==> src/rtl/pe_array_seq_if.sv <==
// Bundle of operand, command and PE-array control signals for pe_array_seq.
// The master modport is the sequencer's view; slave is the fetch/PE side.
interface pe_array_seq_if #(
    parameter int WIDTH_DATA = 16,
    parameter int DEPTH      = 16,
    parameter int ROW_W      = 8
);
    localparam int KW = $clog2(DEPTH) + 1;

    logic                  op_valid_i;
    logic                  op_ready_o;
    logic [WIDTH_DATA-1:0] op_v_data_i;
    logic [WIDTH_DATA-1:0] op_h_data_i;
    logic                  cmd_valid_i;
    logic                  cmd_ready_o;
    logic [KW-1:0]         cmd_k_i;
    logic [ROW_W-1:0]      cmd_rows_i;
    logic [1:0]            wire_connection_o;
    logic [WIDTH_DATA-1:0] v_bus_data_o;
    logic [WIDTH_DATA-1:0] h_bus_data_o;
    logic                  busy_o;
    logic                  done_o;

    modport master (
        input  op_valid_i, op_v_data_i, op_h_data_i,
        input  cmd_valid_i, cmd_k_i, cmd_rows_i,
        output op_ready_o, cmd_ready_o,
        output wire_connection_o, v_bus_data_o, h_bus_data_o,
        output busy_o, done_o
    );

    modport slave (
        output op_valid_i, op_v_data_i, op_h_data_i,
        output cmd_valid_i, cmd_k_i, cmd_rows_i,
        input  op_ready_o, cmd_ready_o,
        input  wire_connection_o, v_bus_data_o, h_bus_data_o,
        input  busy_o, done_o
    );
endinterface

==> src/rtl/pe_array_seq.sv <==
// PE-column sequencer: buffers operand pairs and plays each job out as a
// stall-free code stream (load, accumulate, format, drain) with bus data one cycle behind.
module pe_array_seq #(
    parameter int WIDTH_DATA = 16,
    parameter int DEPTH      = 16,
    parameter int FMT_CYCLES = 2,
    parameter int ROW_W      = 8
) (
    input logic          clk,
    input logic          rst,
    pe_array_seq_if.master pe
);
    localparam int AW  = $clog2(DEPTH);
    localparam int KW  = AW + 1;
    localparam int FW  = $clog2(FMT_CYCLES) + 1;
    localparam int CW0 = (ROW_W > KW) ? ROW_W : KW;
    localparam int CW  = (CW0 > FW) ? CW0 : FW;

    typedef enum logic [2:0] {
        S_IDLE, S_WAIT, S_LOAD, S_ACC, S_FMT, S_DRAIN, S_DONE
    } state_t;

    state_t                state_q, state_d;
    logic [CW-1:0]         step_q, step_d;
    logic [KW-1:0]         k_q, k_d, k_eff;
    logic [ROW_W-1:0]      rows_q, rows_d;
    logic [WIDTH_DATA-1:0] mem_v [DEPTH];
    logic [WIDTH_DATA-1:0] mem_h [DEPTH];
    logic [AW-1:0]         wr_ptr, rd_ptr;
    logic [KW-1:0]         count;
    logic [KW:0]           avail;
    logic                  op_ready, push, pop;
    logic [1:0]            code_d;
    logic [WIDTH_DATA-1:0] v_d, h_d;
    logic                  busy_d, done_d;
    logic                  wait_done;
    logic                  load_single;

    assign op_ready       = (count < KW'(DEPTH));
    assign push           = pe.op_valid_i & op_ready;
    assign pop            = (state_q == S_LOAD) || (state_q == S_ACC);
    assign avail          = {1'b0, count} + {{KW{1'b0}}, push};
    assign wait_done      = (avail >= {1'b0, k_q});
    assign load_single    = (k_q == KW'(1));
    assign pe.op_ready_o  = op_ready;
    assign pe.cmd_ready_o = (state_q == S_IDLE);

    always_comb begin
        k_eff = pe.cmd_k_i;
        if (pe.cmd_k_i == '0)
            k_eff = KW'(1);
        else if (pe.cmd_k_i > KW'(DEPTH))
            k_eff = KW'(DEPTH);
    end

    // Each timed state counts down step_q and leaves when it reaches zero.
    always_comb begin
        state_d = state_q;
        step_d  = step_q;
        k_d     = k_q;
        rows_d  = rows_q;
        case (state_q)
            S_IDLE: if (pe.cmd_valid_i) begin
                state_d = S_WAIT;
                k_d     = k_eff;
                rows_d  = pe.cmd_rows_i;
            end
            S_WAIT: if (wait_done) state_d = S_LOAD;
            S_LOAD: if (load_single) begin
                state_d = S_FMT;
                step_d  = CW'(FMT_CYCLES - 1);
            end else begin
                state_d = S_ACC;
                step_d  = CW'(k_q) - CW'(2);
            end
            S_ACC: if (step_q == '0) begin
                state_d = S_FMT;
                step_d  = CW'(FMT_CYCLES - 1);
            end else begin
                step_d  = step_q - CW'(1);
            end
            S_FMT: if (step_q == '0) begin
                if (rows_q == '0) begin
                    state_d = S_DONE;
                end else begin
                    state_d = S_DRAIN;
                    step_d  = CW'(rows_q) - CW'(1);
                end
            end else begin
                step_d  = step_q - CW'(1);
            end
            S_DRAIN: if (step_q == '0) state_d = S_DONE;
                     else step_d = step_q - CW'(1);
            S_DONE:  state_d = S_IDLE;
            default: state_d = S_IDLE;
        endcase

        case (state_d)
            S_LOAD:  code_d = 2'd0;
            S_ACC:   code_d = 2'd1;
            S_DRAIN: code_d = 2'd2;
            default: code_d = 2'd3;
        endcase
        busy_d = (state_d != S_IDLE);
        done_d = (state_d == S_DONE);

        // Operands popped now land on the buses next cycle, lagging their code.
        v_d = '0;
        h_d = '0;
        if (state_q == S_LOAD) begin
            v_d = mem_v[rd_ptr];
            h_d = mem_h[rd_ptr];
        end else if (state_q == S_ACC) begin
            h_d = mem_h[rd_ptr];
        end
    end

    always_ff @(posedge clk) begin
        if (push) begin
            mem_v[wr_ptr] <= pe.op_v_data_i;
            mem_h[wr_ptr] <= pe.op_h_data_i;
        end
    end

    always_ff @(posedge clk) begin
        if (rst) begin
            state_q              <= S_IDLE;
            step_q               <= '0;
            k_q                  <= KW'(1);
            rows_q               <= '0;
            wr_ptr               <= '0;
            rd_ptr               <= '0;
            count                <= '0;
            pe.wire_connection_o <= 2'd3;
            pe.v_bus_data_o      <= '0;
            pe.h_bus_data_o      <= '0;
            pe.busy_o            <= 1'b0;
            pe.done_o            <= 1'b0;
        end else begin
            state_q              <= state_d;
            step_q               <= step_d;
            k_q                  <= k_d;
            rows_q               <= rows_d;
            if (push) wr_ptr <= wr_ptr + AW'(1);
            if (pop)  rd_ptr <= rd_ptr + AW'(1);
            if (push && !pop)      count <= count + KW'(1);
            else if (!push && pop) count <= count - KW'(1);
            pe.wire_connection_o <= code_d;
            pe.v_bus_data_o      <= v_d;
            pe.h_bus_data_o      <= h_d;
            pe.busy_o            <= busy_d;
            pe.done_o            <= done_d;
        end
    end
endmodule
==> src/flat_wrapper.sv <==
// flat-port wrapper written by rule: the top's interface ports become plain ports
module pe_array_seq_flat 
#(
    parameter int WIDTH_DATA = 16,
    parameter int DEPTH      = 16,
    parameter int FMT_CYCLES = 2,
    parameter int ROW_W      = 8
)
  (clk, rst, pe_op_valid_i, pe_op_v_data_i, pe_op_h_data_i, pe_cmd_valid_i, pe_cmd_k_i, pe_cmd_rows_i, pe_op_ready_o, pe_cmd_ready_o, pe_wire_connection_o, pe_v_bus_data_o, pe_h_bus_data_o, pe_busy_o, pe_done_o);
  pe_array_seq_if #(.WIDTH_DATA(WIDTH_DATA), .DEPTH(DEPTH), .ROW_W(ROW_W)) pe_i ();
  input logic clk;
  input logic rst;
  input wire logic [$bits(pe_i.op_valid_i)-1:0] pe_op_valid_i;
  input wire logic [$bits(pe_i.op_v_data_i)-1:0] pe_op_v_data_i;
  input wire logic [$bits(pe_i.op_h_data_i)-1:0] pe_op_h_data_i;
  input wire logic [$bits(pe_i.cmd_valid_i)-1:0] pe_cmd_valid_i;
  input wire logic [$bits(pe_i.cmd_k_i)-1:0] pe_cmd_k_i;
  input wire logic [$bits(pe_i.cmd_rows_i)-1:0] pe_cmd_rows_i;
  output wire logic [$bits(pe_i.op_ready_o)-1:0] pe_op_ready_o;
  output wire logic [$bits(pe_i.cmd_ready_o)-1:0] pe_cmd_ready_o;
  output wire logic [$bits(pe_i.wire_connection_o)-1:0] pe_wire_connection_o;
  output wire logic [$bits(pe_i.v_bus_data_o)-1:0] pe_v_bus_data_o;
  output wire logic [$bits(pe_i.h_bus_data_o)-1:0] pe_h_bus_data_o;
  output wire logic [$bits(pe_i.busy_o)-1:0] pe_busy_o;
  output wire logic [$bits(pe_i.done_o)-1:0] pe_done_o;
  assign pe_i.op_valid_i = pe_op_valid_i;
  assign pe_i.op_v_data_i = pe_op_v_data_i;
  assign pe_i.op_h_data_i = pe_op_h_data_i;
  assign pe_i.cmd_valid_i = pe_cmd_valid_i;
  assign pe_i.cmd_k_i = pe_cmd_k_i;
  assign pe_i.cmd_rows_i = pe_cmd_rows_i;
  assign pe_op_ready_o = pe_i.op_ready_o;
  assign pe_cmd_ready_o = pe_i.cmd_ready_o;
  assign pe_wire_connection_o = pe_i.wire_connection_o;
  assign pe_v_bus_data_o = pe_i.v_bus_data_o;
  assign pe_h_bus_data_o = pe_i.h_bus_data_o;
  assign pe_busy_o = pe_i.busy_o;
  assign pe_done_o = pe_i.done_o;
  pe_array_seq #(.WIDTH_DATA(WIDTH_DATA), .DEPTH(DEPTH), .FMT_CYCLES(FMT_CYCLES), .ROW_W(ROW_W)) u_core (.clk(clk), .rst(rst), .pe(pe_i));
endmodule
==> config.mk <==
export PLATFORM = sky130hd
export DESIGN_NAME = pe_array_seq_flat
export DESIGN_NICKNAME = d
export VERILOG_FILES = /design/src/rtl/pe_array_seq_if.sv /design/src/rtl/pe_array_seq.sv /design/src/flat_wrapper.sv
export SDC_FILE = /design/constraint.sdc
export NUM_CORES = 1
export LEC_CHECK = 0
export CORE_MARGIN = 5
export CORE_UTILIZATION = 40
export DETAILED_ROUTE_END_ITERATION = 7
export PLACE_DENSITY = 0.69
export REMOVE_ABC_BUFFERS = 1
export SLEW_MARGIN = 20
export SYNTH_ARGS = -nofsm -noshare
export SYNTH_HDL_FRONTEND = slang
export SYNTH_SLANG_ARGS = --single-unit
==> constraint.sdc <==
create_clock -name clk -period 3.89 [get_ports clk]
set_input_delay 0.5835 -clock clk [delete_from_list [all_inputs] [get_ports clk]]
set_output_delay 0.5835 -clock clk [all_outputs]
set_load 0.005 [all_outputs]
# Word level (Yosys, flattened, before mapping)
# Memory sizes are Yosys's and may differ from the RTL's. A register that Yosys moved wholly into a read port is not among the register bits.
# Index checks and enable logic that the tools add are counted.
# totals
input_bits	49
out_inout_bits	38
mem_bits_rw	512
ff_bits	57
elab_cells	78
n_memories	2
# op_classes
reduce_logical	15
magnitude_cmp	3
eq_ne	12
add_sub_neg	8
bitwise	2
muxes	25
# memory_table
name	depth	width	rd	rd_clocked_by_memory_dff	wr	line_no	rtl
u_core.mem_h	16	16	1	1	1	pe_array_seq.sv:28	logic [WIDTH_DATA-1:0] mem_h [DEPTH];
u_core.mem_v	16	16	1	1	1	pe_array_seq.sv:27	logic [WIDTH_DATA-1:0] mem_v [DEPTH];
# ops
operator	n
8-bit 2-to-1 mux	5
16-bit 2-to-1 mux	2
8-bit case mux with 4 select lines	1
5-bit 2-to-1 mux	4
3-bit 2-to-1 mux	6
3-bit case mux with 6 select lines	1
8-bit zero test	2
8-bit by 1-bit subtractor with 8-bit output, second input constant	2
3-bit by 2-bit equality test with 1-bit output, second input constant	4
3-bit equality test, second input constant	4
4-bit by 1-bit adder with 4-bit output, second input constant	2
4-bit 2-to-1 mux	2
5-bit by 1-bit adder with 6-bit output	1
6-bit by 5-bit >= comparator with 1-bit output	1
2-bit case mux with 3 select lines	1
5-bit by 2-bit subtractor with 6-bit output, second input constant	1
5-bit by 1-bit adder with 5-bit output, second input constant	1
5-bit by 1-bit equality test with 1-bit output, second input constant	1
5-bit > comparator, second input constant	1
5-bit zero test	1
5-bit < comparator, second input constant	1
5-bit by 1-bit subtractor with 5-bit output, second input constant	1
4-bit nonzero test	1
3-bit by 1-bit equality test with 1-bit output, second input constant	1
other kinds (15)	18

# Longest topological paths before layout
# depth
depth_word	8
ltp_mapped	12
depth_no_buf	11

# Least setup slack after synthesis
# No wires, ideal clock.
# synth_path
path_kind	input port to flip-flop
start	input port pe_op_valid_i
end	memory u_core.mem_h[3][0] (enable)
stages	4
t_required_ns	3.429
setup_time_ns	0.461
n_path_buf	1
arrival_time_ns	3.385
slack_ns	0.044
cell_sequence	nor2b_1 clkbuf_1 nand2_1 nor3_1
# synth_between
elab_chain_cells	3
# synth_rtl
item	line_no	rtl
start, declared	flat_wrapper.sv:13	input wire logic [$bits(pe_i.op_valid_i)-1:0] pe_op_valid_i;
1-bit bitwise AND	pe_array_seq.sv:40	assign push = pe.op_valid_i & op_ready;
via u_core.push	pe_array_seq.sv:32	logic op_ready, push, pop;
1-bit 2-to-1 mux	pe_array_seq.sv:119	if (push) begin
1-bit 2-to-1 mux (not written as such)	pe_array_seq.sv:121	mem_h[wr_ptr] <= pe.op_h_data_i;
end, declared	pe_array_seq.sv:28	
# The timed path passes the listed nets, and every way through them passes these cells.

# Final worst setup path
# layout_path
start	input port pe_op_valid_i
end	register u_core.pe.done_o
# layout_between
elab_chain_cells	6
# layout_rtl
item	line_no	rtl
1-bit bitwise AND	pe_array_seq.sv:40	
5-bit by 1-bit adder with 6-bit output	pe_array_seq.sv:42	assign avail = {1'b0, count} + {{KW{1'b0}}, push};
6-bit by 5-bit >= comparator with 1-bit output	pe_array_seq.sv:43	assign wait_done = (avail >= {1'b0, k_q});
3-bit 2-to-1 mux	pe_array_seq.sv:68	S_WAIT: if (wait_done) state_d = S_LOAD;
3-bit case mux with 6 select lines	pe_array_seq.sv:62	case (state_q)
3-bit equality test	pe_array_seq.sv:105	done_d = (state_d == S_DONE);
end signal, assigned	pe_array_seq.sv:152	pe.done_o <= done_d;
end, declared	pe_array_seq_if.sv:29	output busy_o, done_o
# Every way passes these cells.
# A chain may end at the register's enable or synchronous reset.

==> qor.tcl <==
set qor(detail_route.wl_per_cell_um) 22.1
set qor(fp.coreArea_mm2) 0.0563
set qor(period_share_pct) 70.2
set qor(die_width_um) 248
set qor(die_y_um) 248
set qor(pwrdens_mw_per_mm2) 613
set qor(io_pins) 87
set qor(outcome) {completed}
set qor(synthDistinctLibCells) 52
set qor(final_common_cell) {sky130_fd_sc_hd__edfxtp_1}
set qor(post_cts.resized_instances) 0
set qor(gr-max-usage-layer) {met2}
set qor(dp_worst_setup_slack_ns) 0.617
set qor(drt_iter0_markers) 1011
set qor(gp_congestion) 0.809
set qor(storage_element_area_mm2) 0.0169
set qor(num-nets-final) 1353
set qor(setup_viol) 0
set qor(timing.critical_path.slowest_cell_delay_ns) 0.44
set qor(root_buffer) {sky130_fd_sc_hd__clkbuf_16}
set qor(timing.reg2reg.worst_path_depth) 11
set qor(final.setup.worst_slack_ns) 1.16
set qor(clk_path_buf_depth) 3
set qor(reg2reg_slack_ns) 1.18
set qor(cap_viol_max_count) 0
set qor(final.setup.tns_ns) 0
set qor(drtPass1Iterations) 5
set qor(worst-endpoint-required_ns) 4.37
set qor(synth_seq_area_share_pct) 74.5
set qor(critical_path.slowest_cell) {sky130_fd_sc_hd__clkdlybuf4s50_1}
set qor(final_cell_count_no_fill) 2088
set qor(layout.cells.most_common_list) {sky130_fd_sc_hd__edfxtp_1, sky130_fd_sc_hd__mux4_2, sky130_fd_sc_hd__clkdlybuf4s50_1}
set qor(maximum_number_of_pins_on_one_net_before_global_route_repair) 65
set qor(cts.reportedPaths.clkPinSlew_ns) 0.06
set qor(setup.worst_path.end) {u_core.pe.done_o}
set qor(syn_std_cell_area_mm2) 0.0227
set qor(drive_gt1_share_pct) 22.4
set qor(route.detailed.vias_per_inst) 5.34
set qor(grt.met1_usage_pct) 21.0
set qor(ir_drop_mv) 0.346
set qor(finalHoldViolCount) 0
set qor(crit_path_cell_trace) {clkdlybuf4s50_1 > nor2b_1 > buf_4 > ha_1 > nand3_1 > xnor2_1 > ha_1 > a21o_1 > a21oi_1 > o21ai_0 > o211ai_1 > a31oi_1 > nor2b_1}
set qor(global_route.usage.met3_pct) 2.97
set qor(drt_wl_total_um) 46200
set qor(hold_path_class) {register to register}
set qor(timing.final.crit_period_ns) 2.73
set qor(timing.rr.start) {u_core.state_q[2]}
set qor(final.fill_count) 4557
set qor(worst_setup_path_startpoint) {pe_op_valid_i}
set qor(hold_buffers) 0
set qor(numCtsBuffers) 57
set qor(number_of_antenna_violations_at_the_first_check_in_global_routing) 3
set qor(clock_insertion_delay_worst_skew_ns) 0.61
set qor(critical_path.reg2reg.endpoint) {u_core.count[4]}
set qor(critPathLaunchType) {input port}
set qor(headroom_to_the_max_slew_limit_pct) 29.0
set qor(critPathMaxFanout) 10
set qor(syn_area_per_cell_um2) 19.6
set qor(post-cts-setup-buffer-count) 0
set qor(multi_input_area_mm2) 0.00561
set qor(placementRows) 87
set qor(overflow) 0
set qor(setup_repair_after_global_routing_missed_its_margin) {false}
set qor(cts_tree) {built}
set qor(synth_seq_cells) 589
set qor(hold_ws_ns) 0.488
set qor(fin_worst_skew_ns) 0.0183
set qor(h-tree-depth) 2
set qor(postRouteAntennaNets) 0
set qor(hpwl_um) 26700
set qor(start_util_pct) 40.4
set qor(leakage_uw) 0.00832
set qor(placed_cells) 1979
set qor(synth_cells) 1157
set qor(areaGrowthSynthToFinish_pct) 17.6
set qor(grt_first_pass_wirelength_um) 70700
set qor(grtUsageMet2_pct) 25.0
set qor(count_of_vias_placed_by_the_detailed_router) 11200
set qor(post-route-drc-count) 0
set qor(end_kind) {register}
set qor(cp.arrival_ns) 3.21
set qor(die_area_mm2) 0.0617
set qor(yosys_synthesis_warning_count) 0
set qor(synthArstFlopShare_pct) 0
set qor(synth_top_flop_cell) {sky130_fd_sc_hd__edfxtp_1}
set qor(io_buffer_count) 86
set qor(first_global_vias) 11600
set qor(max_freq_mhz) 366
set qor(transition_at_the_pin_with_the_smallest_max_transition_slack_ns) 1.06
set qor(cts.sink_count) 589
set qor(number_of_enable_flip_flop_cells_after_synthesis) 512
set qor(timing_worst_setup_path_type) {input port to register}
set qor(groute.usage.overall_pct) 15.0
set qor(final-max-slew-violation-count) 0
how the worst min path moves through the flow:
stage | start | end | slack [ns] | cells after the start
global route | u_core.k_q[2] | u_core.k_q[2] | 0.53 | 2
global placement | u_core.k_q[2] | u_core.k_q[2] | 0.46 | 2
CTS | u_core.k_q[2] | u_core.k_q[2] | 0.48 | 2
floorplan | u_core.k_q[2] | u_core.k_q[2] | 0.44 | 2
detailed placement | u_core.k_q[2] | u_core.k_q[2] | 0.47 | 2
finish | u_core.k_q[2] | u_core.k_q[2] | 0.49 | 2
final cells by class:
| type | count | area share, % |
|---|---|---|
| inverters | 17 | 0.239 |
| repair buffers | 126 | 4.58 |
| diodes | 1 | 0.00936 |
| multi-input cells | 491 | 21.0 |
| clock inverters | 21 | 1.06 |
| flip-flops and latches | 589 | 63.3 |
| clock buffers | 87 | 6.25 |
| well taps | 756 | 3.54 |
critical path: cells and delay by family:
family | cells | cell delay (ns)
AOI/OAI and AO/OA | 5 | 0.93
xor gates and xnor gates | 1 | 0.16
adders and majority gates | 2 | 0.48
buffers and inverters | 2 | 0.63
and+or+nand+nor | 3 | 0.40
kinds of logic after synthesis:
logic type / after synthesis / synth area share, %
xor gates and xnor gates: 23 / 0.887
muxes: 161 / 15.0
adders and majority gates: 22 / 1.24
buffers and inverters: 77 / 1.34
DFF: 589 / 74.5
and+or+nand+nor: 178 / 3.89
AOI/OAI and AO/OA: 107 / 3.14
report_power, final:
part	switching (µW)	leakage [µW]	internal (µW)
clock network	2290	0.000960	3370
registers	362	0.00525	7200
logic	1520	0.00211	1650
total	4170	0.00832	12200
metal layers:
| metal | routed length [µm] | vias to the layer above |
|---|---|---|
| met5 | 23 | - |
| met4 | 722 | 4 |
| met3 | 2560 | 59 |
| met2 | 23000 | 305 |
| met1 | 19900 | 5858 |
| li1 | - | 4930 |
cells in the mapped netlist (3+ instances only):
cell / n / area (µm²)
sky130_fd_sc_hd__edfxtp_1: 512 / 15400
sky130_fd_sc_hd__mux4_2: 144 / 3240
sky130_fd_sc_hd__dfxtp_1: 77 / 1540
sky130_fd_sc_hd__nand2_1: 48 / 180
sky130_fd_sc_hd__nor2_1: 47 / 176
sky130_fd_sc_hd__clkbuf_1: 38 / 143
sky130_fd_sc_hd__nor2b_1: 37 / 231
sky130_fd_sc_hd__a211oi_1: 36 / 270
sky130_fd_sc_hd__a21oi_1: 29 / 145
sky130_fd_sc_hd__ha_1: 21 / 263
sky130_fd_sc_hd__inv_1: 17 / 63.8
sky130_fd_sc_hd__mux2i_1: 17 / 170
sky130_fd_sc_hd__buf_2: 13 / 65.1
sky130_fd_sc_hd__nor3_1: 13 / 65.1
sky130_fd_sc_hd__xnor2_1: 12 / 105
sky130_fd_sc_hd__o21ai_0: 11 / 55.1
sky130_fd_sc_hd__xor2_1: 11 / 96.3
sky130_fd_sc_hd__buf_1: 9 / 33.8
sky130_fd_sc_hd__nand3_1: 6 / 30.0
sky130_fd_sc_hd__a21o_1: 5 / 37.5
sky130_fd_sc_hd__nand2b_1: 5 / 31.3
sky130_fd_sc_hd__nand3b_1: 4 / 30.0
sky130_fd_sc_hd__o22ai_1: 4 / 25.0
sky130_fd_sc_hd__or3_1: 4 / 25.0
sky130_fd_sc_hd__o21ai_1: 3 / 15.0
per-stage QoR:
step	util, %	power (µW)	area [µm²]
after CTS	47.5	16600	26700
after global placement	44.0	10800	24800
after global routing	47.5	17200	26700
final	47.5	16400	26700
after detailed placement	44.0	10900	24800
after floorplan	-	9970	22500
flip-flops by register name (all words and copies together), names as in the netlist, named ones only:
signal                       flops
u_core.pe.done_o                 1
u_core.pe.v_bus_data_o          16
u_core.wr_ptr                    4
u_core.rows_q                    8
u_core.pe.busy_o                 1
u_core.mem_v                   256
u_core.rd_ptr                    4
u_core.mem_h                   256
u_core.count                     5
u_core.step_q                    8
u_core.k_q                       5
u_core.pe.wire_connection_o      2
u_core.pe.h_bus_data_o          16
u_core.state_q                   3
No activity file was read; power rests on OpenSTA's default activity.
==> edit 1 (config.mk and constraints unchanged) <==
`WIDTH_DATA` is set to 16 in 3 places; all go to 32.
--- a/src/rtl/pe_array_seq_if.sv
+++ b/src/rtl/pe_array_seq_if.sv
@@ -1,7 +1,7 @@
 // Bundle of operand, command and PE-array control signals for pe_array_seq.
 // The master modport is the sequencer's view; slave is the fetch/PE side.
 interface pe_array_seq_if #(
-    parameter int WIDTH_DATA = 16,
+    parameter int WIDTH_DATA = 32,
     parameter int DEPTH      = 16,
     parameter int ROW_W      = 8
 );
--- a/src/rtl/pe_array_seq.sv
+++ b/src/rtl/pe_array_seq.sv
@@ -1,7 +1,7 @@
 // PE-column sequencer: buffers operand pairs and plays each job out as a
 // stall-free code stream (load, accumulate, format, drain) with bus data one cycle behind.
 module pe_array_seq #(
-    parameter int WIDTH_DATA = 16,
+    parameter int WIDTH_DATA = 32,
     parameter int DEPTH      = 16,
     parameter int FMT_CYCLES = 2,
     parameter int ROW_W      = 8
--- a/src/flat_wrapper.sv
+++ b/src/flat_wrapper.sv
@@ -1,7 +1,7 @@
 // flat-port wrapper written by rule: the top's interface ports become plain ports
 module pe_array_seq_flat 
 #(
-    parameter int WIDTH_DATA = 16,
+    parameter int WIDTH_DATA = 32,
     parameter int DEPTH      = 16,
     parameter int FMT_CYCLES = 2,
     parameter int ROW_W      = 8
Interface: changed (resized pe_h_bus_data_o, pe_op_h_data_i, pe_op_v_data_i and pe_v_bus_data_o); port bits go from 87 to 151. No check against the original RTL was run, so the function may have changed too.
==> edit 1 against the unedited design <==
Cell area rose by 87%. Via count rose by 77%. Area after synthesis rose by 88%. Power rose by 82%. Worst setup slack improved by 0.10 ns. Sequential cell count rose by 544. Hold slack got worse by 0.19 ns. Sequential share of layout area rose by 2.6 points. Routed wire length rose by 94%. Critical path type is now reg -> reg. Largest power group unchanged.
==> edit 1: results <==
{
  "synth_cells": 1942,
  "ir_drop_v": 0.000390,
  "ys_warn_count": 0,
  "status": "complete, no violations",
  "clock_latency_ns": 0.69,
  "synthArstFlopShare_pct": 0,
  "drt_pass1_iterations": 7,
  "final_layout_size_suffix_gt1_share_pct": 24.0,
  "fillers": 8569,
  "hp-class": "in -> reg",
  "finClkSkew_ns": 0.0218,
  "wl_per_cell_um": 24.4,
  "ys_seq_area_share_pct": 76.9,
  "routabilityCongestion": 0.787,
  "grt_pass1_vias": 21100,
  "clockBufferDepth": 3,
  "dp_cells": 3436,
  "fin_cells": 3653,
  "antenna_found_initial": 12,
  "drtIter0Drc": 1591,
  "numPortBuffers": 150,
  "grt_max_degree": 78,
  "ys.flop_type": "edfxtp_1",
  "htreeDepth": 3,
  "grt_pass1_wl_um": 134000,
  "crit_fanout": 10,
  "worstMarginPinSlew_ns": 1.00,
  "netlist_top_cells_count": "edfxtp_1, mux4_2, dfxtp_1, nor2b_1, clkbuf_1",
  "clk_pin_slew_ns": 0.06,
  "reg_top3": "u_core.mem_h x512, u_core.mem_v x512",
  "grt_usage_pct": 15.7,
  "final_nets": 2249,
  "synth.area.top_cells": "edfxtp_1, mux4_2, dfxtp_1",
  "arrival_ns": 3.17,
  "place_hpwl_um": 46500,
  "synth-edff-count": 1024,
  "cts_resized": 0,
  "routed_via_density": 5.41,
  "cts_made_buffers": 111,
  "power.leakage_nw": 15.1,
  "synth.distinct_cells": 57,
  "cts_setup_buffers": 0
}
==> edit 1: final timing paths <==
path	start	slack, ns	cells after the start	to
worst max register to register	u_core.count[4]	1.26	11	u_core.pe.busy_o
worst min-delay path	rst	0.30	2	u_core.count[1]
worst min register to register	u_core.k_q[1]	0.49	2	u_core.k_q[1]
worst max-delay path	u_core.count[4]	1.26	11	u_core.pe.busy_o
==> edit 1: final cells by class <==
cell class	instances	area share, %
repair buffers	194	4.31
multi-input cells	690	19.0
flip-flops and latches	1133	66.0
clock buffers	139	5.88
diodes	8	0.0401
clock inverters	70	1.17
inverters	16	0.120
well taps	1403	3.52
==> edit 1: per-layer routing <==
metal	GRT usage [%]	vias to the layer above	wire length, um
met5	0	-	50
met4	3.54	8	1310
met3	3.17	106	5950
met2	26.3	621	44900
met1	21.4	10500	37100
li1	-	8523	-
==> edit 1: metrics by stage <==
step / area [um^2] / setup slack [ns] / hold slack (ns) / TNS (ns)
after detailed placement: 46400 / 0.625 / 0.490 / 0
after floorplan: 42400 / -2.87 / 0.452 / -1179.30
after global routing: 49900 / 1.08 / 0.307 / 0
after CTS: 49900 / 1.21 / 0.258 / 0
final: 49900 / 1.26 / 0.302 / 0
after global placement: 46400 / 0.736 / 0.476 / 0
==> edit 1: power by group <==
part           switching (mW)  total, mW  leakage (nW)  internal (mW)
clock                    4.43       10.3          1.71           5.82
sequential              0.349       14.2          10.1           13.8
combinational            2.47       5.35          3.26           2.88
==> edit 1: critical path, stage by stage (launching register included) <==
cell	delay, ns
dfxtp_1	0.38
nor2b_1	0.13
buf_4	0.19
ha_1	0.20
ha_1	0.19
nand3_1	0.10
xnor2_1	0.16
ha_1	0.31
a21oi_1	0.06
o21a_1	0.12
a311oi_1	0.46
a41oi_1	0.18
==> edit 1: kinds of logic after synthesis <==
kind of cell	count (synthesis)	share of synthesized area, %
XOR/XNOR	21	0.430
AND/OR/NAND/NOR	204	2.56
flip-flops	1133	76.9
multiplexers	324	16.3
adder cells (fa/ha/maj)	22	0.661
buffers and inverters	119	1.17
AO/OA/AOI/OAI	119	1.97
==> edit 2 (same flow settings) <==
Without the edit above. The 7 states of `state_t` get a one-hot encoding in 7 bits.
--- a/src/rtl/pe_array_seq.sv
+++ b/src/rtl/pe_array_seq.sv
@@ -16,8 +16,8 @@
     localparam int CW0 = (ROW_W > KW) ? ROW_W : KW;
     localparam int CW  = (CW0 > FW) ? CW0 : FW;
 
-    typedef enum logic [2:0] {
-        S_IDLE, S_WAIT, S_LOAD, S_ACC, S_FMT, S_DRAIN, S_DONE
+    typedef enum logic [6:0] {
+        S_IDLE = 7'b0000001, S_WAIT = 7'b0000010, S_LOAD = 7'b0000100, S_ACC = 7'b0001000, S_FMT = 7'b0010000, S_DRAIN = 7'b0100000, S_DONE = 7'b1000000
     } state_t;
 
     state_t                state_q, state_d;
Function: same outputs for any inputs over 4 cycles, from zero or initial values and one cycle with rst high; so few cycles prove little.
==> edit 2 against the unedited design <==
Worst setup slack worse by 0.58 ns. Routed wire length up 4.8%. Sequential cell count up 4. Global-route usage up 0.27 points. Cell area up 1.6%. Area after synthesis up 1.9%.
Power is not compared: it rests on default switching activity, and its combinational part moved more than twofold at a synthesized area within 25%.
==> edit 2: results <==
{
  "status": "complete, no violations",
  "reg2reg_depth": 12,
  "finClkSkew_ns": 0.0205,
  "fin_cells": 2152,
  "dp_worst_setup_slack_ns": 0.600,
  "multi_input_area_um2": 5890,
  "grt_pass1_wl_um": 74900,
  "start_kind": "flip-flop",
  "use_met3_pct": 2.61,
  "antenna_found_initial": 4,
  "synth.distinct_cells": 66,
  "dp_cells": 2040,
  "buffers": 127,
  "crit_fanout": 15,
  "finalInstanceArea_um2": 27100,
  "wl_um": 48400,
  "timing.hold.ws_ns": 0.479,
  "use_met1_pct": 21.0,
  "netlist_top_cells_count": "edfxtp_1, mux4_2, dfxtp_1, a211oi_1, nor2_1",
  "routabilityCongestion": 0.799,
  "r2r_setup_slack_ns": 0.97,
  "synth_cells": 1216,
  "met2_usage_pct": 25.5,
  "buf_share_pct": 4.54,
  "final_layout_size_suffix_gt1_share_pct": 22.0,
  "seq_area_um2": 17000,
  "placed_area_um2": 25200,
  "drtIter0Drc": 902,
  "startpoint": "u_core.state_q[3]",
  "place_hpwl_um": 27700,
  "drt-met1-wl_um": 20600,
  "crit_path_end": "pe_cmd_ready_o",
  "period_needed_ns": 3.31,
  "ys_seq_area_share_pct": 73.4,
  "r2r_start": "u_core.state_q[1]"
}
edit 2: cell count changes after synthesis, sizes merged, moves of 5 or more:
cell,before,now
mux2i,17,34
a211oi,37,65
o21ai,15,10
mux4,144,128
nand2b,5,10
nand3,6,17
nor3,14,19
buf,22,27
nand2,48,25
edit 2: cells by family (layout without fill, tap and decap cells):
family                     count (synthesis)  count (layout)  share of synthesized area (%)
DFF                                      593             593                           73.4
and+or+nand+nor                          190             190                           4.64
muxes                                    163             163                           14.0
AOI/OAI and AO/OA                        132             132                           4.03
buffers and inverters                     87             257                           1.61
xor gates and xnor gates                  29              29                           1.10
adders and majority gates                 22              22                           1.22
other                                      0               1                              0
edit 2: critical path: stages, from the launching register on:
cell and delay (ns):
dfxtp_1 0.41, or2_1 0.30, or4_4 0.46, nor3b_2 0.22, buf_4 0.22, clkdlybuf4s50_1 0.52
